<file path="src/rtl/control_fsm_pkg.sv">
// Shared encodings for the accumulator-machine controller: states, opcodes
// and the mux select codes consumed by the datapath.
package control_fsm_pkg;

    typedef enum logic [2:0] {
        S_INIT,
        S_FETCH,
        S_DECODE,
        S_EXEC,
        S_MEM,
        S_WB,
        S_HALT
    } state_t;

    typedef enum logic [3:0] {
        OP_ADD   = 4'd0,
        OP_SUB   = 4'd1,
        OP_AND   = 4'd2,
        OP_OR    = 4'd3,
        OP_LOAD  = 4'd4,
        OP_STORE = 4'd5,
        OP_LOADI = 4'd6,
        OP_BEQZ  = 4'd7,
        OP_JUMP  = 4'd8,
        OP_HALT  = 4'd9
    } opcode_t;

    typedef enum logic [2:0] {
        ALU_ADD = 3'd0,
        ALU_SUB = 3'd1,
        ALU_AND = 3'd2,
        ALU_OR  = 3'd3
    } alu_op_t;

    typedef enum logic [2:0] {
        ACC_ALU = 3'd0,
        ACC_MEM = 3'd1,
        ACC_IMM = 3'd2
    } acc_src_t;

    typedef enum logic [2:0] {
        PC_INC = 3'd0,
        PC_IMM = 3'd1
    } pc_src_t;

    // Opcodes 0-3 are the ALU group; their low bits double as the ALUOp code.
    function automatic logic is_alu(input logic [3:0] op);
        return op[3:2] == 2'b00;
    endfunction

endpackage

</file>
<file path="src/rtl/control_fsm_if.sv">
// Controller <-> datapath bundle: instruction/status inputs and the
// per-cycle control strobes and mux selects.
interface control_fsm_if;
    logic [15:0] Instr;
    logic        MemReady;
    logic        AccZero;
    logic        IRWrite;
    logic        PCWrite;
    logic [2:0]  PCSrc;
    logic        MemRead;
    logic        MemWrite;
    logic        IorD;
    logic        AccWrite;
    logic [2:0]  AccSrc;
    logic [2:0]  ALUOp;
    logic        Halted;

    modport master (
        input  Instr, MemReady, AccZero,
        output IRWrite, PCWrite, PCSrc, MemRead, MemWrite, IorD,
               AccWrite, AccSrc, ALUOp, Halted
    );

    modport slave (
        output Instr, MemReady, AccZero,
        input  IRWrite, PCWrite, PCSrc, MemRead, MemWrite, IorD,
               AccWrite, AccSrc, ALUOp, Halted
    );
endinterface

</file>
<file path="src/rtl/control_fsm_instr_counter.sv">
// Retired-instruction counter: free-running wrap, async active-low clear.
module instr_counter #(
    parameter int unsigned CNT_W = 16
) (
    input  logic             clk,
    input  logic             rst_n,
    input  logic             en,
    output logic [CNT_W-1:0] count
);

    always_ff @(posedge clk or negedge rst_n) begin
        if (!rst_n)
            count <= '0;
        else if (en)
            count <= count + 1'b1;
    end

endmodule

</file>
<file path="src/rtl/control_fsm.sv">
// Multicycle controller for a 16-bit accumulator machine: sequences fetch,
// decode, execute, memory and write-back, and counts retired instructions.
module control_fsm
    import control_fsm_pkg::*;
#(
    parameter int unsigned CNT_W = 16
) (
    input  logic             CLK,
    input  logic             Reset_n,
    control_fsm_if.master    bus,
    output logic [CNT_W-1:0] Retired
);

    state_t     state;
    logic       started;
    logic       retire;
    logic [3:0] op;

    assign op = bus.Instr[15:12];

    // INIT is held for one extra edge after reset release so the first
    // FETCH lands on the second rising edge.
    always_ff @(posedge CLK or negedge Reset_n) begin
        if (!Reset_n) begin
            state   <= S_INIT;
            started <= 1'b0;
        end else begin
            started <= 1'b1;
            case (state)
                S_INIT:   if (started) state <= S_FETCH;
                S_FETCH:  if (bus.MemReady) state <= S_DECODE;
                S_DECODE: begin
                    if (is_alu(op) || op == OP_BEQZ || op == OP_JUMP)
                        state <= S_EXEC;
                    else if (op == OP_LOAD || op == OP_STORE)
                        state <= S_MEM;
                    else if (op == OP_LOADI)
                        state <= S_WB;
                    else if (op == OP_HALT)
                        state <= S_HALT;
                    else
                        state <= S_FETCH;
                end
                S_EXEC:   state <= is_alu(op) ? S_WB : S_FETCH;
                S_MEM:    if (bus.MemReady) state <= (op == OP_LOAD) ? S_WB : S_FETCH;
                S_WB:     state <= S_FETCH;
                S_HALT:   state <= S_HALT;
                default:  state <= S_INIT;
            endcase
        end
    end

    // Moore decode of state/opcode; only the handshake and branch flag
    // qualify strobes within a state.
    always_comb begin
        bus.IRWrite  = 1'b0;
        bus.PCWrite  = 1'b0;
        bus.PCSrc    = PC_INC;
        bus.MemRead  = 1'b0;
        bus.MemWrite = 1'b0;
        bus.IorD     = 1'b0;
        bus.AccWrite = 1'b0;
        bus.AccSrc   = ACC_ALU;
        bus.ALUOp    = ALU_ADD;
        bus.Halted   = 1'b0;
        retire       = 1'b0;
        case (state)
            S_FETCH: begin
                bus.MemRead = 1'b1;
                if (bus.MemReady) begin
                    bus.IRWrite = 1'b1;
                    bus.PCWrite = 1'b1;
                end
            end
            S_DECODE: retire = (op >= 4'd10) || (op == OP_HALT);
            S_EXEC: begin
                if (is_alu(op)) begin
                    bus.ALUOp = op[2:0];
                end else begin
                    bus.PCSrc   = PC_IMM;
                    bus.PCWrite = (op == OP_JUMP) ? 1'b1 : bus.AccZero;
                    retire      = 1'b1;
                end
            end
            S_MEM: begin
                bus.IorD     = 1'b1;
                bus.MemRead  = (op == OP_LOAD);
                bus.MemWrite = (op == OP_STORE);
                retire       = bus.MemReady && (op == OP_STORE);
            end
            S_WB: begin
                bus.AccWrite = 1'b1;
                retire       = 1'b1;
                if (is_alu(op)) begin
                    bus.AccSrc = ACC_ALU;
                    bus.ALUOp  = op[2:0];
                end else if (op == OP_LOAD) begin
                    bus.AccSrc = ACC_MEM;
                end else begin
                    bus.AccSrc = ACC_IMM;
                end
            end
            S_HALT:  bus.Halted = 1'b1;
            default: ;
        endcase
    end

    instr_counter #(.CNT_W(CNT_W)) u_instr_counter (
        .clk   (CLK),
        .rst_n (Reset_n),
        .en    (retire),
        .count (Retired)
    );

endmodule
</file>
<file path="src/flat_wrapper.sv">
// flat-port wrapper written by rule: the top's interface ports become plain ports
module control_fsm_flat import control_fsm_pkg::*;
#(
    parameter int unsigned CNT_W = 16
)
  (CLK, Reset_n, Retired, bus_Instr, bus_MemReady, bus_AccZero, bus_IRWrite, bus_PCWrite, bus_PCSrc, bus_MemRead, bus_MemWrite, bus_IorD, bus_AccWrite, bus_AccSrc, bus_ALUOp, bus_Halted);
  control_fsm_if bus_i ();
  input  logic CLK;
  input  logic Reset_n;
  output logic [CNT_W-1:0] Retired;
  input wire logic [$bits(bus_i.Instr)-1:0] bus_Instr;
  input wire logic [$bits(bus_i.MemReady)-1:0] bus_MemReady;
  input wire logic [$bits(bus_i.AccZero)-1:0] bus_AccZero;
  output wire logic [$bits(bus_i.IRWrite)-1:0] bus_IRWrite;
  output wire logic [$bits(bus_i.PCWrite)-1:0] bus_PCWrite;
  output wire logic [$bits(bus_i.PCSrc)-1:0] bus_PCSrc;
  output wire logic [$bits(bus_i.MemRead)-1:0] bus_MemRead;
  output wire logic [$bits(bus_i.MemWrite)-1:0] bus_MemWrite;
  output wire logic [$bits(bus_i.IorD)-1:0] bus_IorD;
  output wire logic [$bits(bus_i.AccWrite)-1:0] bus_AccWrite;
  output wire logic [$bits(bus_i.AccSrc)-1:0] bus_AccSrc;
  output wire logic [$bits(bus_i.ALUOp)-1:0] bus_ALUOp;
  output wire logic [$bits(bus_i.Halted)-1:0] bus_Halted;
  assign bus_i.Instr = bus_Instr;
  assign bus_i.MemReady = bus_MemReady;
  assign bus_i.AccZero = bus_AccZero;
  assign bus_IRWrite = bus_i.IRWrite;
  assign bus_PCWrite = bus_i.PCWrite;
  assign bus_PCSrc = bus_i.PCSrc;
  assign bus_MemRead = bus_i.MemRead;
  assign bus_MemWrite = bus_i.MemWrite;
  assign bus_IorD = bus_i.IorD;
  assign bus_AccWrite = bus_i.AccWrite;
  assign bus_AccSrc = bus_i.AccSrc;
  assign bus_ALUOp = bus_i.ALUOp;
  assign bus_Halted = bus_i.Halted;
  control_fsm #(.CNT_W(CNT_W)) u_core (.CLK(CLK), .Reset_n(Reset_n), .bus(bus_i), .Retired(Retired));
endmodule
</file>
<file path="config.mk">
export PLATFORM = sky130hd
export DESIGN_NAME = control_fsm_flat
export DESIGN_NICKNAME = d
export VERILOG_FILES = /design/src/rtl/control_fsm_pkg.sv /design/src/rtl/control_fsm_if.sv /design/src/rtl/control_fsm_instr_counter.sv /design/src/rtl/control_fsm.sv /design/src/flat_wrapper.sv
export SDC_FILE = /design/constraint.sdc
export NUM_CORES = 1
export LEC_CHECK = 0
export ABC_AREA = 0
export CORE_MARGIN = 2
export CORE_UTILIZATION = 42
export DETAILED_ROUTE_END_ITERATION = 8
export PLACE_DENSITY = 0.79
export SKIP_LAST_GASP = 1
export SYNTH_ARGS = -nofsm -noshare
export SYNTH_HDL_FRONTEND = slang
export SYNTH_SLANG_ARGS = --single-unit
</file>
<file path="constraint.sdc">
create_clock -name CLK -period 2.2 [get_ports CLK]
set_input_delay 0.44 -clock CLK [delete_from_list [all_inputs] [get_ports CLK]]
set_output_delay 0.44 -clock CLK [all_outputs]
set_load 0.01 [all_outputs]
</file>
# Word-level counts from Yosys, hierarchy flattened
# Index checks and enable logic that the tools add are counted.
dict set report classes {
  add_sub_neg 1
  n_lt_le_gt_ge 1
  n_eq_ne 15
  n_mux 29
  reduce_logical 9
}
# cell count
set ops {}
lappend ops {{$mux 3} 14}
lappend ops {{$pmux 3 s7} 1}
lappend ops {{$add 16x1->16 const B} 1}
lappend ops {{$eq 4x3->1 const B} 4}
lappend ops {{$mux 1} 10}
lappend ops {{$eq 3x3->1 const B} 3}
lappend ops {{$eq 4x4->1 const B} 2}
lappend ops {{$eq 3x2->1 const B} 2}
lappend ops {{$ge 4x4->1 const B} 1}
lappend ops {{$logic_or 1x1->1} 4}
lappend ops {{$ne 2x2->1 const B} 2}
lappend ops {{$pmux 1 s2} 2}
lappend ops {{$pmux 1 s4} 1}
lappend ops {{$eq 3x1->1 const B} 1}
lappend ops {{$logic_not 3->1} 1}
lappend ops {{$reduce_and 3->1} 1}
lappend ops {{$logic_not 2->1} 1}
lappend ops {{$mux 2} 1}
lappend ops {{$ne 2x1->1 const B} 1}
lappend ops {{$reduce_or 2->1} 1}
lappend ops {{$logic_and 1x1->1} 1}
dict set report word_totals {
  reg_bits 20
  input_bits 20
  out_inout_bits 32
  elab_cells 58
}

# Depth between registers and ports, before layout
# Gate-level depths: netlist (run 1).
dict set report logic_depth {
  depth_word 6
  ltp_mapped 6
  depth_no_buf 5
}

# Cells and area by module
# A second synthesis (run 1) with hierarchy kept.
dict set report hier_totals {
  hier_cells 119
  area_unflattened_um2 1176.1
}
# mod n_inst cells_each area_each_um2 seq_area_each_um2
set by_module_without_submodules {}
lappend by_module_without_submodules {instr_counter 1 56 695.7 400.4}
lappend by_module_without_submodules {control_fsm 1 63 480.5 100.1}

# Least setup slack after synthesis (run 1)
# OpenSTA, ideal clock, no wires.
dict set report synth_timing {
  path_type {input-to-output}
  startpoint {input port bus_Instr[15]}
  endpoint {output port bus_MemRead}
  arrival_ns 1.475
  t_required_ns 1.760
  setup_slack_ns 0.285
  cell_stages 4
  path_buffers 0
  cell_sequence {or4b_2 nor2_1 a21oi_1 nor2_1}
}
dict set report synth_between {
  elab_chain_len 2
}
# element line_no
set synth_lines {}
lappend synth_lines {{from (decl)} flat_wrapper.sv:11} ;# input wire logic [$bits(bus_i.Instr)-1:0] bus_Instr;
lappend synth_lines {{$eq 4x3->1} control_fsm.sv:87} ;# bus.MemRead = (op == OP_LOAD);
lappend synth_lines {{$pmux 1 s2} control_fsm.sv:67} ;# case (state)
lappend synth_lines {{to (decl)} flat_wrapper.sv:17} ;# output wire logic [$bits(bus_i.MemRead)-1:0] bus_MemRead;
# No other way between the ends.

# Worst setup path in the final report (run 1)
dict set report layout_timing {
  startpoint {input port bus_MemReady}
  endpoint {output port bus_IRWrite}
}
dict set report layout_between {
  elab_chain_len 2
}
# element line_no
set layout_lines {}
lappend layout_lines {{from (decl)} flat_wrapper.sv:12} ;# input wire logic [$bits(bus_i.MemReady)-1:0] bus_MemReady;
lappend layout_lines {{$mux 1} control_fsm.sv:70} ;# if (bus.MemReady) begin
lappend layout_lines {{$mux 1} control_fsm.sv:67}
lappend layout_lines {{to (decl)} flat_wrapper.sv:14} ;# output wire logic [$bits(bus_i.IRWrite)-1:0] bus_IRWrite;
# No other way between the ends.

==> results.md, run 1 <==
Global route:
- The largest net degree at the start of global routing is 21.
- The first-pass GRT wire length is 5020 microns.
- The via count of the first global-routing pass is 1130.
- Summed over all layers, the global routing overflow is 0.
- The initial antenna violation count came to 0.
- In the global route stage, overall resource usage came out at 18.7%.

Worst setup path:
- The setup check on the worst reg-to-reg path leaves a slack of approximately 0.50 ns.
- The required time of the critical path is between 1.5 and 2 ns.
- The reg-to-reg critical path endpoint is u_core.u_instr_counter.count[15].
- The worst flop-to-flop path startpoint is u_core.u_instr_counter.count[2].
- The type of element capturing the critical path is an output port.
- The critical path in this run is classified as input port to output port.
- The worst endpoint data arrival time is between 1.5 and 2 ns.
- The kind of start point of the critical path is an input port.
- The number of cells on the worst reg-to-reg path is 4.
- Of all nets on the critical path, the largest fanout is 3.

Clocking:
- At the later pin of the worst-skew pair, clock insertion delay measures around 0.31 ns.
- No sink is reached through more buffers than the 2 on the longest clock path.
- For this design, the sink count on the clock tree is 20.
- TritonCTS built the clock tree.
- In this run the number of H-tree levels came out at 1.
- After clock tree synthesis, the clock-pin slew on the worst setup and hold paths is between 0.1 and 0.15 ns.
- Clock tree synthesis selected as its root buffer the cell sky130_fd_sc_hd__clkbuf_4.
- The number of clock buffers inserted by TritonCTS is 3.

Routing:
- After detailed routing, the number of remaining DRC violations is 0.
- After detailed routing, the met2 layer carries ~1500 microns of wire.
- Before antenna repair, the detailed router went through 4 iterations.
- In this run, the number of DRC markers left after iteration 0 of detailed routing was 28.
- For this block, the routed nets add up to around 3000 microns of wire.
- The average wire per standard cell is around 14 microns.
- Once detail routing completed, the nets flagged for antenna violations numbered 0.
- The routed layout has approximately 1200 vias.
- Dividing the detail-routed via count by the number of cells gives between 5 and 6.
- The detailed router put a total of around 1300 microns of wire on met1.
- The length of routed met3 wiring is ~190 microns.
- Signal routing reaches up to met4.

STA:
- The total setup violations reported at the end of the flow is 1.
- The routed design could run at a clock period as short as 2.24 ns.
- Summed over all failing endpoints, the final setup total negative slack is -0.0448 ns.
- Of the available clock period, the critical path in the final layout requires 102%.
- The number of endpoints with negative hold slack in the final report is 0.
- Between clock sinks in the finished design, the worst skew comes to approximately 0.0082 ns.
- The number of pins with negative max-slew slack in the final report was 0.
- After layout, the worst setup slack is -0.0448 ns.
- The tightest slew margin relative to the limit is 58.4%.
- Timing would allow up to 445 MHz.
- Setup repair after global routing could not meet its margin everywhere.
- The measured slew at the worst slew-check pin is about 0.62 ns.

Final layout:
- The layout filler cell count is 233.
- In the final layout, the multi-input gates occupy ~700 sq um.
- The top cell types in the final layout, fill and taps aside, are sky130_fd_sc_hd__clkdlybuf4s50_1, sky130_fd_sc_hd__buf_4, sky130_fd_sc_hd__dfrtp_1.
- Leaving out fill and tap cells, the most frequent cell in the layout is sky130_fd_sc_hd__clkdlybuf4s50_1.
- In the final layout, flip-flops and latches occupy 504 sq um.
- 0 antenna diodes ended up in the layout.
- Compared with the post-synthesis result, the final layout area differs by 44.0%.
- After routing the design area is between 1500 and 2000 sq um.
- The filler-free cell count of the finished design is ~220.
- The number of nets in the finished design is approximately 210.
- Of the cells placed in the final design, the portion with a size suffix greater than 1 is a little over a fifth.

Floorplan:
- The die covers approximately 3400 sq um.
- The area inside the core boundary is around 2800 sq um.
- For this design the top-level I/O count stands at between 50 and 60.
- The initial utilization of the core area, before any placement, comes to between 40 and 50%.
- In this run the vertical extent of the chip is just under 60 microns.
- After floorplanning, the core was divided into 19 placement rows.
- From left edge to right edge, the die measures around 58 microns.

Synthesis:
- In this run the cell area of the synthesized design comes to 1250 sq um.
- Counting flops with a built-in enable in the synthesized netlist gives 0.
- The average footprint of a synthesized cell is between 9 and 10 sq um.
- Summing the sequential cell areas from Yosys gives approximately two fifths of the chip area.
- The most used flip-flop cell after synthesis is sky130_fd_sc_hd__dfrtp_1.
- The number of distinct library cells after synthesis is 40.
- The synthesized design contains 20 register bits.
- The share of synthesized flip-flops with an asynchronous set or reset is 100%.
- The warning count from the yosys run is 0.
- After technology mapping, the gate count stands at 134.

Power and ir drop:
- The power density of the placed cells is between 800 and 900 nW/um^2.
- The worst-case vdd ir drop is 0.000675 V.
- The leakage power is approximately 0.00081 uW.

Status:
- The final reports fail on setup timing.
- The flow ran to the end, but the final reports show violations.

Placement:
- The count of buffers inserted at the top-level ports is 35.
- The congestion estimate from routability-driven global placement came to roughly 0.86.
- The post-DP HPWL is about 2200 microns.
- After detailed placement, the design holds a cell count of between 200 and 250.
- Timing analysis after detailed placement gives a worst setup slack of -0.684 ns.
- The cell area after placement is 1730 sq um.

Min path:
- The class of the most critical hold timing path is input port to async pin.

Run:
- Across the run, the number of max-cap violations was 0.
where the power goes:
part | switching [uW] | internal, uW | leakage [uW]
registers | 101 | 436 | 0.000263
clock network | 113 | 101 | 0.0000210
logic | 333 | 389 | 0.000529
metal layers:
layer / track usage, % / vias to the layer above
met5: 0 / -
met4: 6.31 / 0
met3: 2.20 / 5
met2: 33.4 / 41
met1: 23.3 / 543
li1: - / 578
worst max path at each step:
| stage | startpoint | to | cells after the start |
|---|---|---|---|
| floorplan | bus_Instr[15] | bus_MemRead | 4 |
| global placement | bus_Instr[15] | bus_MemRead | 6 |
| detailed placement | bus_Instr[15] | bus_MemRead | 6 |
| CTS | bus_Instr[15] | bus_MemRead | 6 |
| global route | bus_MemReady | bus_IRWrite | 5 |
| finish | bus_MemReady | bus_IRWrite | 5 |
through the flow:
| stage | power [uW] | hold WS (ns) | util [%] |
|---|---|---|---|
| after CTS | 1430 | 0.450 | 63.2 |
| after global placement | 1200 | 0.465 | 62.2 |
| after floorplan | 886 | 0.144 | - |
| after detailed placement | 1230 | 0.467 | 62.2 |
| after global routing | 1580 | 0.495 | 64.5 |
| final | 1470 | 0.448 | 64.5 |
sequential cells by signal, summed over array words and instances, names as in the netlist:
signal,flops
u_core.state,3
u_core.u_instr_counter.count,16
u_core.started,1
synth_stat cells, types with 2 or more instances:
master / number / area share [%]
sky130_fd_sc_hd__nand2_1: 9 / 2.7
sky130_fd_sc_hd__nand3_1: 2 / 0.80
sky130_fd_sc_hd__inv_1: 8 / 2.4
sky130_fd_sc_hd__buf_2: 3 / 1.2
sky130_fd_sc_hd__o2111ai_1: 8 / 5.6
sky130_fd_sc_hd__dfrtp_1: 20 / 40
sky130_fd_sc_hd__and2_1: 3 / 1.5
sky130_fd_sc_hd__o211ai_1: 3 / 1.8
sky130_fd_sc_hd__o21ai_0: 5 / 2.0
sky130_fd_sc_hd__buf_4: 4 / 2.4
sky130_fd_sc_hd__nor2_1: 13 / 3.9
sky130_fd_sc_hd__nor2b_1: 2 / 1.0
sky130_fd_sc_hd__nor3_1: 4 / 1.6
sky130_fd_sc_hd__clkbuf_1: 2 / 0.60
sky130_fd_sc_hd__xnor2_1: 15 / 11
sky130_fd_sc_hd__and3_1: 6 / 3.0
sky130_fd_sc_hd__conb_1: 2 / 0.60
sky130_fd_sc_hd__a21oi_1: 3 / 1.2
what timing repair did:
action,4_1_cts,5_1_grt
hold buffers,0,0
buffers inserted,0,3
endpoints found under the setup margin,11,5
resized for setup,20,7
hold endpoints to repair,0,0
pin swaps,1,0
final cells by class:
| cell class | instances | share of cell area [%] |
|---|---|---|
| Multi-Input combinational cell | 99 | 38.0 |
| Sequential cell | 20 | 28.1 |
| Timing Repair Buffer | 56 | 28.0 |
| Tap cell | 31 | 2.16 |
| Clock buffer | 4 | 2.02 |
| Inverter | 8 | 1.67 |
kinds of logic (layout without fill, tap and decap cells):
| kind of cell | after synthesis | after routing | synth area share, % |
|---|---|---|---|
| AO/OA/AOI/OAI | 24 | 24 | 15.4 |
| flip-flops | 20 | 20 | 40.2 |
| AND/OR/NAND/NOR | 51 | 51 | 22.4 |
| XOR/XNOR | 16 | 16 | 11.2 |
| adder cells (fa/ha/maj) | 1 | 1 | 1.00 |
| buffers and inverters | 18 | 68 | 7.53 |
| other | 2 | 5 | 0.603 |
| multiplexers | 2 | 2 | 1.71 |
worst max-delay path, cell delays in order:
cell and delay, ns:
sky130_fd_sc_hd__clkdlybuf4s50_1 0.51, sky130_fd_sc_hd__nor2b_4 0.17, sky130_fd_sc_hd__nand2_1 0.10, sky130_fd_sc_hd__inv_1 0.06, sky130_fd_sc_hd__clkdlybuf4s50_1 0.52
No activity file was read; power rests on OpenSTA's default activity.
==> inputs of run 2 (changes only) <==
Settings changed: ABC_AREA 0 to 1, CORE_UTILIZATION 42 to 43, GPL_TIMING_DRIVEN set to 0, PLACE_DENSITY 0.79 to 0.8, SYNTH_HIERARCHICAL set to 1.
==> results.md, run 2 <==
Synthesis:
- Yosys mapped the design onto 21 distinct sky130hd cell types.
- By count the netlist is led by sky130_fd_sc_hd__nand2_1, sky130_fd_sc_hd__inv_1, sky130_fd_sc_hd__nor2_1.
- The synthesized netlist occupies a cell area of between 1000 and 1500 sq um.
- In the synthesized netlist the dominant register cell turns out to be sky130_fd_sc_hd__dfrtp_1.
- Dividing the synthesized area by the synthesized cell count gives 7.00 sq um.
- The post-synthesis sequential area ratio is between 30 and 40%.
- By area the synthesized netlist is led by sky130_fd_sc_hd__dfrtp_1, sky130_fd_sc_hd__nand2_1, sky130_fd_sc_hd__inv_1.
- Counting flops with an async set or reset pin after synthesis yields a share of 100%.
- The area share of the leading cell type in the synthesized netlist is between 30% and 40%.
- The synthesized design contains 20 register bits.
- The top cell type by total area after synthesis is sky130_fd_sc_hd__dfrtp_1.
- The gate count of the mapped netlist is 186.
- In this run, synthesis inferred 0 flip-flops with an integrated enable.
- The warning count from the yosys run is 6.
- The cell with the most instances after synthesis is sky130_fd_sc_hd__nand2_1.

Placement:
- Before CTS, the worst setup slack after placement is -0.315 ns.
- The weighted congestion at the end of routability-driven global placement is 0.921.
- Detailed placement ended at an HPWL of about 2100 microns.
- Counting tap cells, the placed design contains a total of around 260 instances.
- In this run the tool buffered the top-level ports with 35 buffer cells.

Clocking:
- The cell sitting at the root of the clock tree is a sky130_fd_sc_hd__clkbuf_4.
- The maximum root-to-sink buffer count is 2.
- After clock tree synthesis, the clock-pin slew on the worst setup and hold paths is roughly 0.11 ns.
- For the worst-skew pair, the clock arrives at the later sink with an insertion delay of approximately 0.30 ns.
- The CTS tree is built.
- The number of clock sinks seen by CTS is 20.
- Counting the buffers created by CTS gives 3.
- The H-tree depth is 1.
- Buffers inserted to repair hold after CTS numbered 0.

Worst setup path:
- The worst endpoint data arrival time is roughly 1.7 ns.
- The kind of start point of the critical path is an input port.
- STA classifies the critical path endpoint as an output port.
- In this run the register-to-register setup slack is between 0.3 and 0.4 ns.
- The reg-to-reg critical path endpoint is u_core/u_instr_counter/count[15].
- At the worst endpoint, the required time is approximately 1.8 ns.
- The worst setup path endpoint is bus_AccSrc[0].
- The worst setup path startpoint is bus_Instr[14].
- Of all nets on the critical path, the largest fanout is 5.
- The number of cells on the worst reg-to-reg path is 13.
- The type of the setup path with the least slack is input port to output port.
- The worst flop-to-flop path startpoint is u_core/state[2].

STA:
- Setup violations remaining at the end of the flow were counted as 0.
- The setup slack of the critical path after layout is between 0.08 and 0.09 ns.
- The measured slew at the worst slew-check pin is around 0.86 ns.
- After layout, the worst path uses between 90% and 100% of the clock period.
- Setup repair after global routing left no endpoint under its margin.
- For the final database, setup skew stands at ~0.011 ns.
- The number of endpoints with negative hold slack in the final report is 0.
- Derived from the worst setup path, the maximum achievable clock frequency is around 470 MHz.
- The number of pins with negative max-slew slack in the final report is 0.
- Measured against its own limit, the worst slew margin works out to 42.3%.
- The routed design could run at a clock period as short as 2.11 ns.

Final layout:
- The register with the most flip-flops in the layout has 16 of them.
- The core utilization of the finished layout is 62.5%.
- The proportion of layout cells with a drive suffix above 1 is approximately an eighth.
- The library cell used most frequently in the layout, excluding fill and tap cells, is sky130_fd_sc_hd__nand2_1.
- 0 antenna diodes ended up in the layout.
- The area growth from synthesis to layout is 34.6%.
- After the last flow step, the layout net total stands at around 250.
- Counting the fill cells in the layout gives roughly 280.
- The most flop-heavy register is u_core/u_instr_counter/count.
- The multi-input gate area in the final layout is a little under 700 sq um.
- The top cell types in the final layout, fill and taps aside, are sky130_fd_sc_hd__nand2_1, sky130_fd_sc_hd__clkdlybuf4s50_1, sky130_fd_sc_hd__inv_1.
- The filler-free cell count of the finished design is 260.
- The sequential cells in the finished layout cover a total of approximately 500 sq um.
- The largest registers in the layout are u_core/u_instr_counter/count: 16 flops, u_core/state: 3 flops, u_core/started: 1 flops.

Routing:
- The via count normalized by instance count is between 4 and 5.
- In this run the remaining antenna-violating nets after routing total 0.
- The detailed-route via count is roughly 1300.
- The average wire per standard cell is approximately 11 microns.
- The final routed wirelength across all metal layers is ~2700 microns.
- The remaining design rule violation count is 0.
- In this run, the number of DRC markers left after iteration 0 of detailed routing was 43.
- The detailed-routing iteration count for the pre-antenna-repair pass is 4.

Power and ir drop:
- Across the VDD grid, the largest voltage drop is approximately 0.0006 V.
- The leakage power is between 0.0009 and 0.001 uW.
- The power density of the placed cells is slightly below 800 nW/um^2.

Floorplan:
- The vertical die dimension is 59.0 microns.
- The area inside the core boundary is between 2000 and 3000 sq um.
- The effective utilization at floorplan is roughly 46%.
- The count of pins on the block boundary is between 50 and 60.
- The floorplan has 19 rows.
- In this run the horizontal extent of the chip is 59.0 microns.
- The die area is approximately 3500 sq um.

Global route:
- The via count of the first global-routing pass is roughly 1100.
- The initial antenna violation count is 0.
- Entering global routing, the biggest net connects 21 pins.
- The global-route congestion overflow total is 0.
- Global routing used between 15 and 20% of the available tracks.
- The first-pass GRT wire length is roughly 4500 microns.

Status:
- The run finished with clean final reports.

Min path:
- The class of the most critical hold timing path is register to register.

Run:
- The number of max-cap violations is 0.
==> run 2: changes by cell type after synthesis, sizes merged, moves of 6 or more <==
cell | before | now
xnor2 | 15 | 7
nand3 | 2 | 17
nor2 | 13 | 32
o2111ai | 8 | 0
inv | 8 | 29
and3 | 6 | 0
nand2 | 9 | 54
nand4 | 1 | 7
==> run 2: worst min-delay path by stage <==
stage	slack, ns	end	start	depth (start not counted)
final	0.54	u_core/u_instr_counter/count[11]	u_core/u_instr_counter/count[11]	1
after global routing	0.57	u_core/u_instr_counter/count[8]	u_core/u_instr_counter/count[8]	1
after CTS	0.54	u_core/u_instr_counter/count[11]	u_core/u_instr_counter/count[11]	1
after detailed placement	0.53	u_core/u_instr_counter/count[6]	u_core/u_instr_counter/count[6]	1
after global placement	0.51	u_core/u_instr_counter/count[13]	u_core/u_instr_counter/count[13]	2
after floorplan	0.14	u_core/started	Reset_n	0
==> run 2: cell families (layout without fill, tap and decap cells) <==
kind of cell | count (synthesis) | in the layout | share of synthesized area (%)
XOR/XNOR | 11 | 11 | 7.40
AO/OA/AOI/OAI | 4 | 4 | 1.63
other | 2 | 5 | 0.577
AND/OR/NAND/NOR | 114 | 114 | 39.8
buffers and inverters | 34 | 74 | 11.2
adder cells (fa/ha/maj) | 1 | 1 | 0.960
flip-flops | 20 | 20 | 38.4
==> run 2: power breakdown <==
part	leakage, uW	internal [uW]	switching, uW	total, uW
combinational	0.000648	312	358	670
clock	0.0000138	63.8	103	167
sequential	0.000239	444	106	550
==> run 2: routing by layer <==
metal  vias up  part of all wire [%]  global-route usage [%]
li1        659                     -                       -
met1       586                    46                    22.8
met2        31                    48                    26.3
met3         2                   5.5                    2.18
met4         0                  0.80                    4.87
met5         -                     0                       0
==> run 2: through the flow <==
step / setup TNS (ns) / area [sq um] / total power (uW) / hold slack (ns)
after floorplan: 0 / 1310 / 933 / 0.144
after global placement: -2.55 / 1700 / 1200 / 0.511
after detailed placement: -2.78 / 1700 / 1210 / 0.528
after CTS: -0.193 / 1720 / 1370 / 0.545
after global routing: 0 / 1750 / 1510 / 0.571
final: 0 / 1750 / 1390 / 0.542
==> run 2: repair_timing <==
item | in CTS | in global routing
buffers inserted | 0 | 2
endpoints found under the setup margin | 8 | 6
resized for setup | 12 | 8
pin swaps | 1 | 0
==> run 2: worst max-delay path, cell delays in order <==
cell	delay [ns]
sky130_fd_sc_hd__clkdlybuf4s50_1	0.52
sky130_fd_sc_hd__inv_2	0.09
sky130_fd_sc_hd__nor2_4	0.12
sky130_fd_sc_hd__nand2_2	0.09
sky130_fd_sc_hd__nor2_1	0.13
sky130_fd_sc_hd__dlygate4sd2_1	0.28
==> run 2: layout make-up <==
cell class | instances | share of cell area, %
Timing Repair Buffer | 37 | 20.7
Sequential cell | 20 | 28.7
Inverter | 29 | 6.21
Clock buffer | 3 | 1.28
Buffer | 5 | 2.14
Tap cell | 31 | 2.21
Multi-Input combinational cell | 135 | 38.8
